File: config.mk
export PLATFORM = sky130hd
export DESIGN_NAME = polaris_bus_arbiter_flat
export DESIGN_NICKNAME = d
export VERILOG_FILES = /design/src/rtl/polaris_bus_arbiter_pkg.sv /design/src/rtl/polaris_bus_arbiter_if.sv /design/src/rtl/polaris_bus_arbiter_bus_watchdog.sv /design/src/rtl/polaris_bus_arbiter.sv /design/src/flat_wrapper.sv
export SDC_FILE = /design/constraint.sdc
export NUM_CORES = 1
export LEC_CHECK = 0
export ABC_CLOCK_PERIOD_IN_PS = 1800
export CORE_AREA = 4 4 196 198
export CTS_CLUSTER_SIZE = 20
export DETAILED_ROUTE_END_ITERATION = 10
export DIE_AREA = 0 0 200 202
export GPL_TIMING_DRIVEN = 0
export PLACE_DENSITY = 0.36
export SLEW_MARGIN = 5
export SYNTH_ARGS = -nofsm -noshare
export SYNTH_HDL_FRONTEND = slang
export SYNTH_SLANG_ARGS = --single-unit
File: constraint.sdc
create_clock -name clk_i -period 1.8 [get_ports clk_i]
set_input_delay 0.36 -clock clk_i [delete_from_list [all_inputs] [get_ports clk_i]]
set_output_delay 0.36 -clock clk_i [all_outputs]
set_load 0.01 [all_outputs]
File: src/rtl/polaris_bus_arbiter_pkg.sv
// Shared definitions for the Polaris I/D bus arbiter: state encoding,
// bus size codes and default watchdog sizing.
package polaris_bus_arbiter_pkg;

  typedef enum logic [1:0] {
    IDLE  = 2'b00,
    GNT_I = 2'b01,
    GNT_D = 2'b10
  } arb_state_e;

  localparam logic [1:0] SIZ_B = 2'b00;
  localparam logic [1:0] SIZ_H = 2'b01;
  localparam logic [1:0] SIZ_W = 2'b10;
  localparam logic [1:0] SIZ_D = 2'b11;

  localparam int DEFAULT_TIMEOUT = 255;
  localparam int DEFAULT_CNT_W   = 8;

endpackage

File: src/rtl/polaris_bus_arbiter_if.sv
// Signal bundle between the CPU I/D ports, the arbiter and the shared bus.
// The arbiter uses the slave view; the core/fabric side uses the master view.
interface polaris_bus_arbiter_if;
  logic        istb_i;
  logic [63:0] iadr_i;
  logic        iack_o;
  logic        ierr_o;
  logic [31:0] idat_o;

  logic        dcyc_i;
  logic        dstb_i;
  logic        dwe_i;
  logic [63:0] dadr_i;
  logic [63:0] ddat_i;
  logic [1:0]  dsiz_i;
  logic        dsigned_i;
  logic        dack_o;
  logic        derr_o;
  logic [63:0] ddat_o;

  logic        cyc_o;
  logic        stb_o;
  logic        we_o;
  logic [63:0] adr_o;
  logic [63:0] dat_o;
  logic [1:0]  siz_o;
  logic        signed_o;
  logic        ack_i;
  logic [63:0] dat_i;

  modport slave (
    input  istb_i, iadr_i, dcyc_i, dstb_i, dwe_i, dadr_i, ddat_i, dsiz_i, dsigned_i,
    input  ack_i, dat_i,
    output iack_o, ierr_o, idat_o, dack_o, derr_o, ddat_o,
    output cyc_o, stb_o, we_o, adr_o, dat_o, siz_o, signed_o
  );

  modport master (
    output istb_i, iadr_i, dcyc_i, dstb_i, dwe_i, dadr_i, ddat_i, dsiz_i, dsigned_i,
    output ack_i, dat_i,
    input  iack_o, ierr_o, idat_o, dack_o, derr_o, ddat_o,
    input  cyc_o, stb_o, we_o, adr_o, dat_o, siz_o, signed_o
  );
endinterface

File: src/rtl/polaris_bus_arbiter_bus_watchdog.sv
// Per-transfer ack watchdog: counts strobe cycles without ack and pulses
// tmo_o on the TIMEOUT-th one. TIMEOUT=0 disables it; 2^CNT_W must exceed TIMEOUT.
module polaris_bus_arbiter_bus_watchdog
  import polaris_bus_arbiter_pkg::*;
#(
  parameter int TIMEOUT = DEFAULT_TIMEOUT,
  parameter int CNT_W   = DEFAULT_CNT_W
) (
  input  logic clk_i,
  input  logic reset_i,
  input  logic stb_i,
  input  logic ack_i,
  output logic tmo_o
);

  localparam logic [CNT_W-1:0] LIMIT = CNT_W'((TIMEOUT > 0) ? TIMEOUT - 1 : 0);

  logic [CNT_W-1:0] cnt_q, cnt_d;

  // An ack in the limit cycle wins: no pulse, counter clears.
  always_comb begin
    tmo_o = 1'b0;
    cnt_d = '0;
    if (TIMEOUT != 0 && stb_i && !ack_i) begin
      if (cnt_q == LIMIT) tmo_o = 1'b1;
      else                cnt_d = cnt_q + CNT_W'(1);
    end
  end

  always_ff @(posedge clk_i) begin
    if (reset_i) cnt_q <= '0;
    else         cnt_q <= cnt_d;
  end

endmodule

File: src/rtl/polaris_bus_arbiter.sv
// Round-robin I/D arbiter onto one 64-bit bus, with a D-side lock held for
// the whole dcyc_i and a strobe watchdog that turns a missing ack into an error.
module polaris_bus_arbiter
  import polaris_bus_arbiter_pkg::*;
#(
  parameter int TIMEOUT = DEFAULT_TIMEOUT,
  parameter int CNT_W   = DEFAULT_CNT_W
) (
  input  logic                 clk_i,
  input  logic                 reset_i,
  polaris_bus_arbiter_if.slave bus,
  output logic [1:0]           gnt_o,
  output logic                 timeout_o
);

  arb_state_e state_q, state_d;
  logic       last_d_q, last_d_d;
  logic       dmask_q, dmask_d;
  logic       gnt_i, gnt_d, req_i, req_d, tmo;

  // Qualifying with reset_i keeps a mid-transfer ack from leaking out in the reset cycle.
  assign gnt_i = (state_q == GNT_I) && !reset_i;
  assign gnt_d = (state_q == GNT_D) && !reset_i;

  always_comb begin
    bus.cyc_o    = 1'b0;
    bus.stb_o    = 1'b0;
    bus.we_o     = 1'b0;
    bus.adr_o    = '0;
    bus.dat_o    = '0;
    bus.siz_o    = SIZ_B;
    bus.signed_o = 1'b0;
    if (gnt_i) begin
      bus.cyc_o = bus.istb_i;
      bus.stb_o = bus.istb_i;
      bus.adr_o = bus.iadr_i;
      bus.siz_o = SIZ_W;
    end else if (gnt_d) begin
      bus.cyc_o    = bus.dcyc_i;
      bus.stb_o    = bus.dstb_i;
      bus.we_o     = bus.dwe_i;
      bus.adr_o    = bus.dadr_i;
      bus.dat_o    = bus.ddat_i;
      bus.siz_o    = bus.dsiz_i;
      bus.signed_o = bus.dsigned_i;
    end
  end

  assign bus.iack_o = bus.ack_i && gnt_i && bus.istb_i;
  assign bus.dack_o = bus.ack_i && gnt_d && bus.dstb_i;
  assign bus.idat_o = !gnt_i ? 32'h0 : (bus.iadr_i[2] ? bus.dat_i[63:32] : bus.dat_i[31:0]);
  assign bus.ddat_o = gnt_d ? bus.dat_i : 64'h0;
  assign bus.ierr_o = tmo && gnt_i;
  assign bus.derr_o = tmo && gnt_d;
  assign gnt_o      = {gnt_d, gnt_i};
  assign timeout_o  = tmo;

  polaris_bus_arbiter_bus_watchdog #(
    .TIMEOUT (TIMEOUT),
    .CNT_W   (CNT_W)
  ) u_wdog (
    .clk_i   (clk_i),
    .reset_i (reset_i),
    .stb_i   (bus.stb_o),
    .ack_i   (bus.ack_i),
    .tmo_o   (tmo)
  );

  // After a D timeout the still-held dstb_i must not re-win arbitration.
  assign req_i = bus.istb_i;
  assign req_d = bus.dcyc_i && bus.dstb_i && !dmask_q;

  always_comb begin
    state_d  = state_q;
    last_d_d = last_d_q;
    dmask_d  = dmask_q;
    if (dmask_q && !bus.dstb_i) dmask_d = 1'b0;
    unique case (state_q)
      IDLE: begin
        if (req_i && (!req_d || last_d_q)) begin
          state_d  = GNT_I;
          last_d_d = 1'b0;
        end else if (req_d) begin
          state_d  = GNT_D;
          last_d_d = 1'b1;
        end
      end
      GNT_I: begin
        if (bus.iack_o || bus.ierr_o || !bus.istb_i) state_d = IDLE;
      end
      GNT_D: begin
        if (!bus.dcyc_i || bus.derr_o) state_d = IDLE;
        if (bus.derr_o) dmask_d = 1'b1;
      end
      default: state_d = IDLE;
    endcase
  end

  always_ff @(posedge clk_i) begin
    if (reset_i) begin
      state_q  <= IDLE;
      last_d_q <= 1'b1;
      dmask_q  <= 1'b0;
    end else begin
      state_q  <= state_d;
      last_d_q <= last_d_d;
      dmask_q  <= dmask_d;
    end
  end

endmodule

File: src/flat_wrapper.sv
// flat-port wrapper written by rule: the top's interface ports become plain ports
module polaris_bus_arbiter_flat import polaris_bus_arbiter_pkg::*;
#(
  parameter int TIMEOUT = DEFAULT_TIMEOUT,
  parameter int CNT_W   = DEFAULT_CNT_W
)
  (clk_i, reset_i, gnt_o, timeout_o, bus_istb_i, bus_iadr_i, bus_dcyc_i, bus_dstb_i, bus_dwe_i, bus_dadr_i, bus_ddat_i, bus_dsiz_i, bus_dsigned_i, bus_ack_i, bus_dat_i, bus_iack_o, bus_ierr_o, bus_idat_o, bus_dack_o, bus_derr_o, bus_ddat_o, bus_cyc_o, bus_stb_o, bus_we_o, bus_adr_o, bus_dat_o, bus_siz_o, bus_signed_o);
  polaris_bus_arbiter_if bus_i ();
  input  logic clk_i;
  input  logic reset_i;
  output logic [1:0] gnt_o;
  output logic timeout_o;
  input wire logic [$bits(bus_i.istb_i)-1:0] bus_istb_i;
  input wire logic [$bits(bus_i.iadr_i)-1:0] bus_iadr_i;
  input wire logic [$bits(bus_i.dcyc_i)-1:0] bus_dcyc_i;
  input wire logic [$bits(bus_i.dstb_i)-1:0] bus_dstb_i;
  input wire logic [$bits(bus_i.dwe_i)-1:0] bus_dwe_i;
  input wire logic [$bits(bus_i.dadr_i)-1:0] bus_dadr_i;
  input wire logic [$bits(bus_i.ddat_i)-1:0] bus_ddat_i;
  input wire logic [$bits(bus_i.dsiz_i)-1:0] bus_dsiz_i;
  input wire logic [$bits(bus_i.dsigned_i)-1:0] bus_dsigned_i;
  input wire logic [$bits(bus_i.ack_i)-1:0] bus_ack_i;
  input wire logic [$bits(bus_i.dat_i)-1:0] bus_dat_i;
  output wire logic [$bits(bus_i.iack_o)-1:0] bus_iack_o;
  output wire logic [$bits(bus_i.ierr_o)-1:0] bus_ierr_o;
  output wire logic [$bits(bus_i.idat_o)-1:0] bus_idat_o;
  output wire logic [$bits(bus_i.dack_o)-1:0] bus_dack_o;
  output wire logic [$bits(bus_i.derr_o)-1:0] bus_derr_o;
  output wire logic [$bits(bus_i.ddat_o)-1:0] bus_ddat_o;
  output wire logic [$bits(bus_i.cyc_o)-1:0] bus_cyc_o;
  output wire logic [$bits(bus_i.stb_o)-1:0] bus_stb_o;
  output wire logic [$bits(bus_i.we_o)-1:0] bus_we_o;
  output wire logic [$bits(bus_i.adr_o)-1:0] bus_adr_o;
  output wire logic [$bits(bus_i.dat_o)-1:0] bus_dat_o;
  output wire logic [$bits(bus_i.siz_o)-1:0] bus_siz_o;
  output wire logic [$bits(bus_i.signed_o)-1:0] bus_signed_o;
  assign bus_i.istb_i = bus_istb_i;
  assign bus_i.iadr_i = bus_iadr_i;
  assign bus_i.dcyc_i = bus_dcyc_i;
  assign bus_i.dstb_i = bus_dstb_i;
  assign bus_i.dwe_i = bus_dwe_i;
  assign bus_i.dadr_i = bus_dadr_i;
  assign bus_i.ddat_i = bus_ddat_i;
  assign bus_i.dsiz_i = bus_dsiz_i;
  assign bus_i.dsigned_i = bus_dsigned_i;
  assign bus_i.ack_i = bus_ack_i;
  assign bus_i.dat_i = bus_dat_i;
  assign bus_iack_o = bus_i.iack_o;
  assign bus_ierr_o = bus_i.ierr_o;
  assign bus_idat_o = bus_i.idat_o;
  assign bus_dack_o = bus_i.dack_o;
  assign bus_derr_o = bus_i.derr_o;
  assign bus_ddat_o = bus_i.ddat_o;
  assign bus_cyc_o = bus_i.cyc_o;
  assign bus_stb_o = bus_i.stb_o;
  assign bus_we_o = bus_i.we_o;
  assign bus_adr_o = bus_i.adr_o;
  assign bus_dat_o = bus_i.dat_o;
  assign bus_siz_o = bus_i.siz_o;
  assign bus_signed_o = bus_i.signed_o;
  polaris_bus_arbiter #(.TIMEOUT(TIMEOUT), .CNT_W(CNT_W)) u_core (.clk_i(clk_i), .reset_i(reset_i), .bus(bus_i), .gnt_o(gnt_o), .timeout_o(timeout_o));
endmodule
---- Yosys cells after proc, flatten, opt, wreduce, memory -nomap -nowiden ----
Cells that the tools add are included.
storage, ports and cells
  register bits ........................... 12
  input port bits ......................... 266
  output and inout bits ................... 237
  logic and storage cells ................. 70
cells by class
  add/subtract/negate cells ............... 1
  eq/ne operators ......................... 6
  mux-type cells .......................... 29
  bitwise gates (word level) .............. 1
  reduce and logical (&&, ||, !) cells .... 29
operators by type and width
  kind                                                             count
  64-bit two-way mux                                               5
  32-bit two-way mux                                               2
  1-bit two-way mux                                                15
  1-bit logical AND                                                13
  2-bit two-way mux                                                6
  8-bit by 1-bit adder with 8-bit output, second input constant    1
  8-bit == test, second input constant                             1
  1-bit logical NOT                                                7
  2-bit case mux with 3 select lines                               1
  1-bit logical OR                                                 4
  2-bit != test, second input constant                             2
  3-bit by 1-bit != test with 1-bit output, second input constant  1
  3-bit AND reduction                                              1
  3-bit OR reduction                                               1
  2-bit by 1-bit == test with 1-bit output, second input constant  1
  2-bit == test, second input constant                             1
  2-bit logical NOT                                                1
  2-bit AND reduction                                              1
  2-bit nonzero test                                               1
  1-bit NOT                                                        1

---- Logic depth before layout (Yosys ltp) ----
  depth in word-level cells ............... 11
  depth in mapped cells ................... 7
  gate-level depth less buffers ........... 6

---- Modules after synthesis ----
A second synthesis with hierarchy kept.
second synthesis, totals
  cells, all modules ...................... 371
  area, all modules ....................... 2,646.3 µm²
by module, submodules not included
  module                            times used  cells an instance  area each (µm²)  sequential area each (µm²)
  polaris_bus_arbiter               1           330                2,279.7          80.1
  polaris_bus_arbiter_bus_watchdog  1           41                 366.6            160.2

---- Least setup slack after synthesis ----
Ideal clock, no wire load.
  path kind ............................... reg-to-output
  start point ............................. register u_core.state_q[0]
  end point ............................... output port bus_adr_o[35]
  arrival time ............................ 1.391 ns
  required time ........................... 1.440 ns
  path slack .............................. 0.049 ns
  stages on the path, launching flop included .. 8
  path buffers ............................ 3
  cell sequence ........................... dfxtp_1 -> inv_1 -> or3_1 -> buf_6 -> clkinv_4 -> buf_6 -> buf_6 -> a22o_1
between the ends
  longest elaborated chain between the ends .. 4
  elaborated cells between the ends (all ways) .. 6
  those cells by class .................... 2 x eq/ne; 2 x mux; 2 x reduce/logical
RTL lines
  element                 RTL line                    source
  start, declared         polaris_bus_arbiter.sv:16   arb_state_e state_q, state_d;
  start signal, assigned  polaris_bus_arbiter.sv:105  state_q <= state_d;
  2-bit == test           polaris_bus_arbiter.sv:23   assign gnt_d = (state_q == GNT_D) && !reset_i;
  1-bit logical AND       polaris_bus_arbiter.sv:23
  64-bit two-way mux      polaris_bus_arbiter.sv:38   end else if (gnt_d) begin
  64-bit two-way mux *    polaris_bus_arbiter.sv:33   if (gnt_i) begin
  end, declared           flat_wrapper.sv:33          output wire logic [$bits(bus_i.adr_o)-1:0] bus_adr_o;
Mark *: on every way between the ends. The rest lies on a longest branch, timed or not.

---- Worst setup path after layout ----
  start point ............................. register u_core.state_q[0]
  end point ............................... output port bus_adr_o[38]
The elaborated chain is that of the path after synthesis.

==> metrics.md <==
| Metric | Value |
|---|---|
| Routability cong. | `0.7245` |
| Clk slew on worst S/H paths | `40 ps` |
| Largest cells by area after synthesis | `and2_1 (31%), a22o_1 (22%), mux2i_1 (12%)` |
| Port Buffer Count | `501` |
| FILL cells | `3912` |
| Clock latency on the worst-skew pair | `240 ps` |
| Shortest period the worst path allows | `2157 ps` |
| Warnings from Yosys | `0` |
| Status | `finished, violations left` |
| Hold Crit Class | `register to register` |
| Root Buffer | `clkbuf_16` |
| Finished Core Util | `28.10%` |
| Switching pwr | `0.6783 mW` |
| Via density | `3.614` |
| Cell Area, Placed | `8257 um^2` |
| Detailed Routing Iterations Pass 1 | `4` |
| Comb power frac | `68.7%` |
| Power Dens Cells | `226.7 nW/um^2` |
| Post-route ant nets | `0` |
| Crit Path Class | `register to primary output` |
| Net Sw Frac | `29.16%` |
| Sequential share of the synthesized area | `9.044%` |
| Fin. Hold Viols | `0` |
| Worst Path Required | `1440 ps` |
| Final hold slack | `469.3 ps` |
| CP Capture Type | `primary output` |
| Synth async-reset ratio | `0%` |
| Finished Cell Area | `10260 um^2` |
| Startpoint types | `register` |
| Top-count cell post-synth | `and2_1` |
| Hold buffers post-CTS | `0` |
| Post-route DRC | `0` |
| Syn_nets | `641` |
| Vias | `5157` |
| CTS sink cnt | `12` |
| Leakage | `4.621 nW` |
| Layout cells sized above 1 | `53.61%` |
| Setup WS post-layout | `-356.8 ps` |
| Cell variety after synth | `35` |
| Grt ovf | `0` |
| Slew Limit Fails | `0` |
| Cell Rows | `70` |
| RSZ-0062 raised after global routing | `true` |
| Largest net degree at the start of global routing | `11` |
| Maximum VDD drop | `0.0002494 V` |
| Fraction of post-synthesis cell area in the top cell type by area | `30.85%` |
| Die Y | `202 um` |
| CTS tree | `done` |
| I/O pin cnt | `503` |
| Clock power frac | `19.3%` |
| Max Cap Violations | `0` |
| CTS Buf Count | `3` |
| Synth Area per Inst | `7.121 um^2` |
| Post-detail-place hpwl | `21.52 mm` |
| Dpl ws | `-2029 ps` |
| H-tree levels | `1` |
| Initial antenna violation count | `2` |
| Post-synth EDFFs | `0` |
| Main flop type after synthesis | `dfxtp_1` |
| Nets | `1226` |
| Slew HR | `71.52%` |
| Crit-path max FO | `6` |
| Clock skew | `2.738 ps` |
| Vias in the first global route | `5403` |
| Wire per inst | `19.24 um` |
| WL final | `27.46 mm` |
| Layout area overhead | `286.3%` |
| CTS max path bufs | `2` |
| Synth Instances | `373` |
| Sequential power share | `12.0%` |
| Worst-Margin Slew | `418.9 ps` |
| GRT Total Usage | `11.97%` |
| Crit path arrival time | `1800 ps` |
| Width of the die | `200 um` |
| Synthesized area | `2656 um^2` |
| Internal Power | `1.648 mW` |
| Post-synthesis register bit count | `12` |
| First-pass GRT wire length | `36.21 mm` |
| Post-synth top area cell | `and2_1` |
| Fmax | `463.7 MHz` |
| Failing checks | `setup timing` |
| Die area | `40400 um^2` |
| Core area | `36520 um^2` |
| Final Cycle Share | `119.8%` |
| Initial Utilization | `7.273%` |
| Post-synth top cells | `and2_1 (131), a22o_1 (66), nor2_1 (45)` |
| # setup viols final | `239` |
| DRT iter0 DRCs | `127` |
| Power Total | `2.326 mW` |
power by group through the flow:
stage | logic (mW) | clock network (mW) | registers, mW
2_1_floorplan | 0.330 | 0 | 0.282
3_3_place_gp | 1.30 | 0 | 0.284
3_5_place_dp | 1.30 | 0 | 0.284
4_1_cts | 1.51 | 0.462 | 0.278
5_1_grt | 1.70 | 0.481 | 0.279
6_report | 1.60 | 0.449 | 0.279
area by class of cell:
class | instances | area, um^2 | area share [%]
timing repair buffer | 586 | 5978 | 58.25
multi-input combinational | 317 | 2705 | 26.36
buffer | 33 | 609.3 | 5.938
tap | 468 | 585.6 | 5.706
sequential | 12 | 245.2 | 2.390
clock buffer | 4 | 88.84 | 0.8656
inverter | 5 | 45.04 | 0.4389
antenna | 2 | 5.005 | 0.04877
sequential cells by signal, summed over array words and instances (netlist names):
name	count
u_core.last_d_q	1
u_core.dmask_q	1
u_core.u_wdog.cnt_q	8
u_core.state_q	2
final timing paths:
check	startpoint	end	slack [ps]	cells past startpoint
worst max-delay path	u_core.state_q[0]	bus_adr_o[38]	-360	7
worst min-delay path	u_core.u_wdog.cnt_q[0]	u_core.u_wdog.cnt_q[0]	470	1
worst max register to register	u_core.state_q[0]	u_core.state_q[1]	-220	8
worst min register to register	u_core.u_wdog.cnt_q[0]	u_core.u_wdog.cnt_q[0]	470	1
logic make-up (layout without fill, tap and decap cells):
logic type / after synthesis / after routing / share of synthesized area (%)
mux: 32 / 32 / 12.06
compound gates: 78 / 78 / 25.34
simple gates: 199 / 199 / 42.35
buf+inv: 44 / 628 / 8.290
fa+ha+maj: 2 / 2 / 0.9419
xor+xnor: 6 / 6 / 1.979
flops: 12 / 12 / 9.044
other cells: 0 / 2 / 0
worst max-delay path: stages (launching register included):
cell and delay [ps]:
dfxtp_4 350, inv_2 40, or3_4 490, clkinv_16 110, buf_12 150, buf_8 120, a22o_1 150, buf_2 130
repair_timing:
action,CTS,global route
setup endpoints to repair,240,239
gates resized for setup,1254,276
buffers inserted,45,19
pin swaps,96,66
gates cloned,23,5
metrics by stage:
stage,setup TNS [ps],std cells
6_report,-53820,1427
4_1_cts,-64020,1414
2_1_floorplan,0,373
3_3_place_gp,-386890,1342
3_5_place_dp,-380190,1342
5_1_grt,-74660,1427
cell usage in the layout (no fill, tap or decap), drive strengths merged, types with 2 or more instances in the layout:
cell type      netlist  final
and3                 4      4
a21oi                3      3
ha                   2      2
xor2                 3      3
xnor2                3      3
buf                 15    328
nor2                45     45
inv                  4      4
clkdlybuf4s15        0      3
and2               131    131
clkbuf              24     29
dlygate4sd2          0      3
dfxtp               12     12
clkdlybuf4s50        0    260
nand2                6      6
nand3b               2      2
diode                0      2
mux2i               32     32
nand3                5      5
a22o                66     66
routing by layer:
metal	share of wire [%]	global-route usage [%]	vias up	wire, um
met3	9.8	2.950	16	2686
met1	33	11.80	2369	9187
met4	1.3	1.359	0	346
li1	-	-	2475	-
met2	55	25.11	297	15240
met5	0	0	-	0
Note: power is estimated with default switching activity, not from simulation.
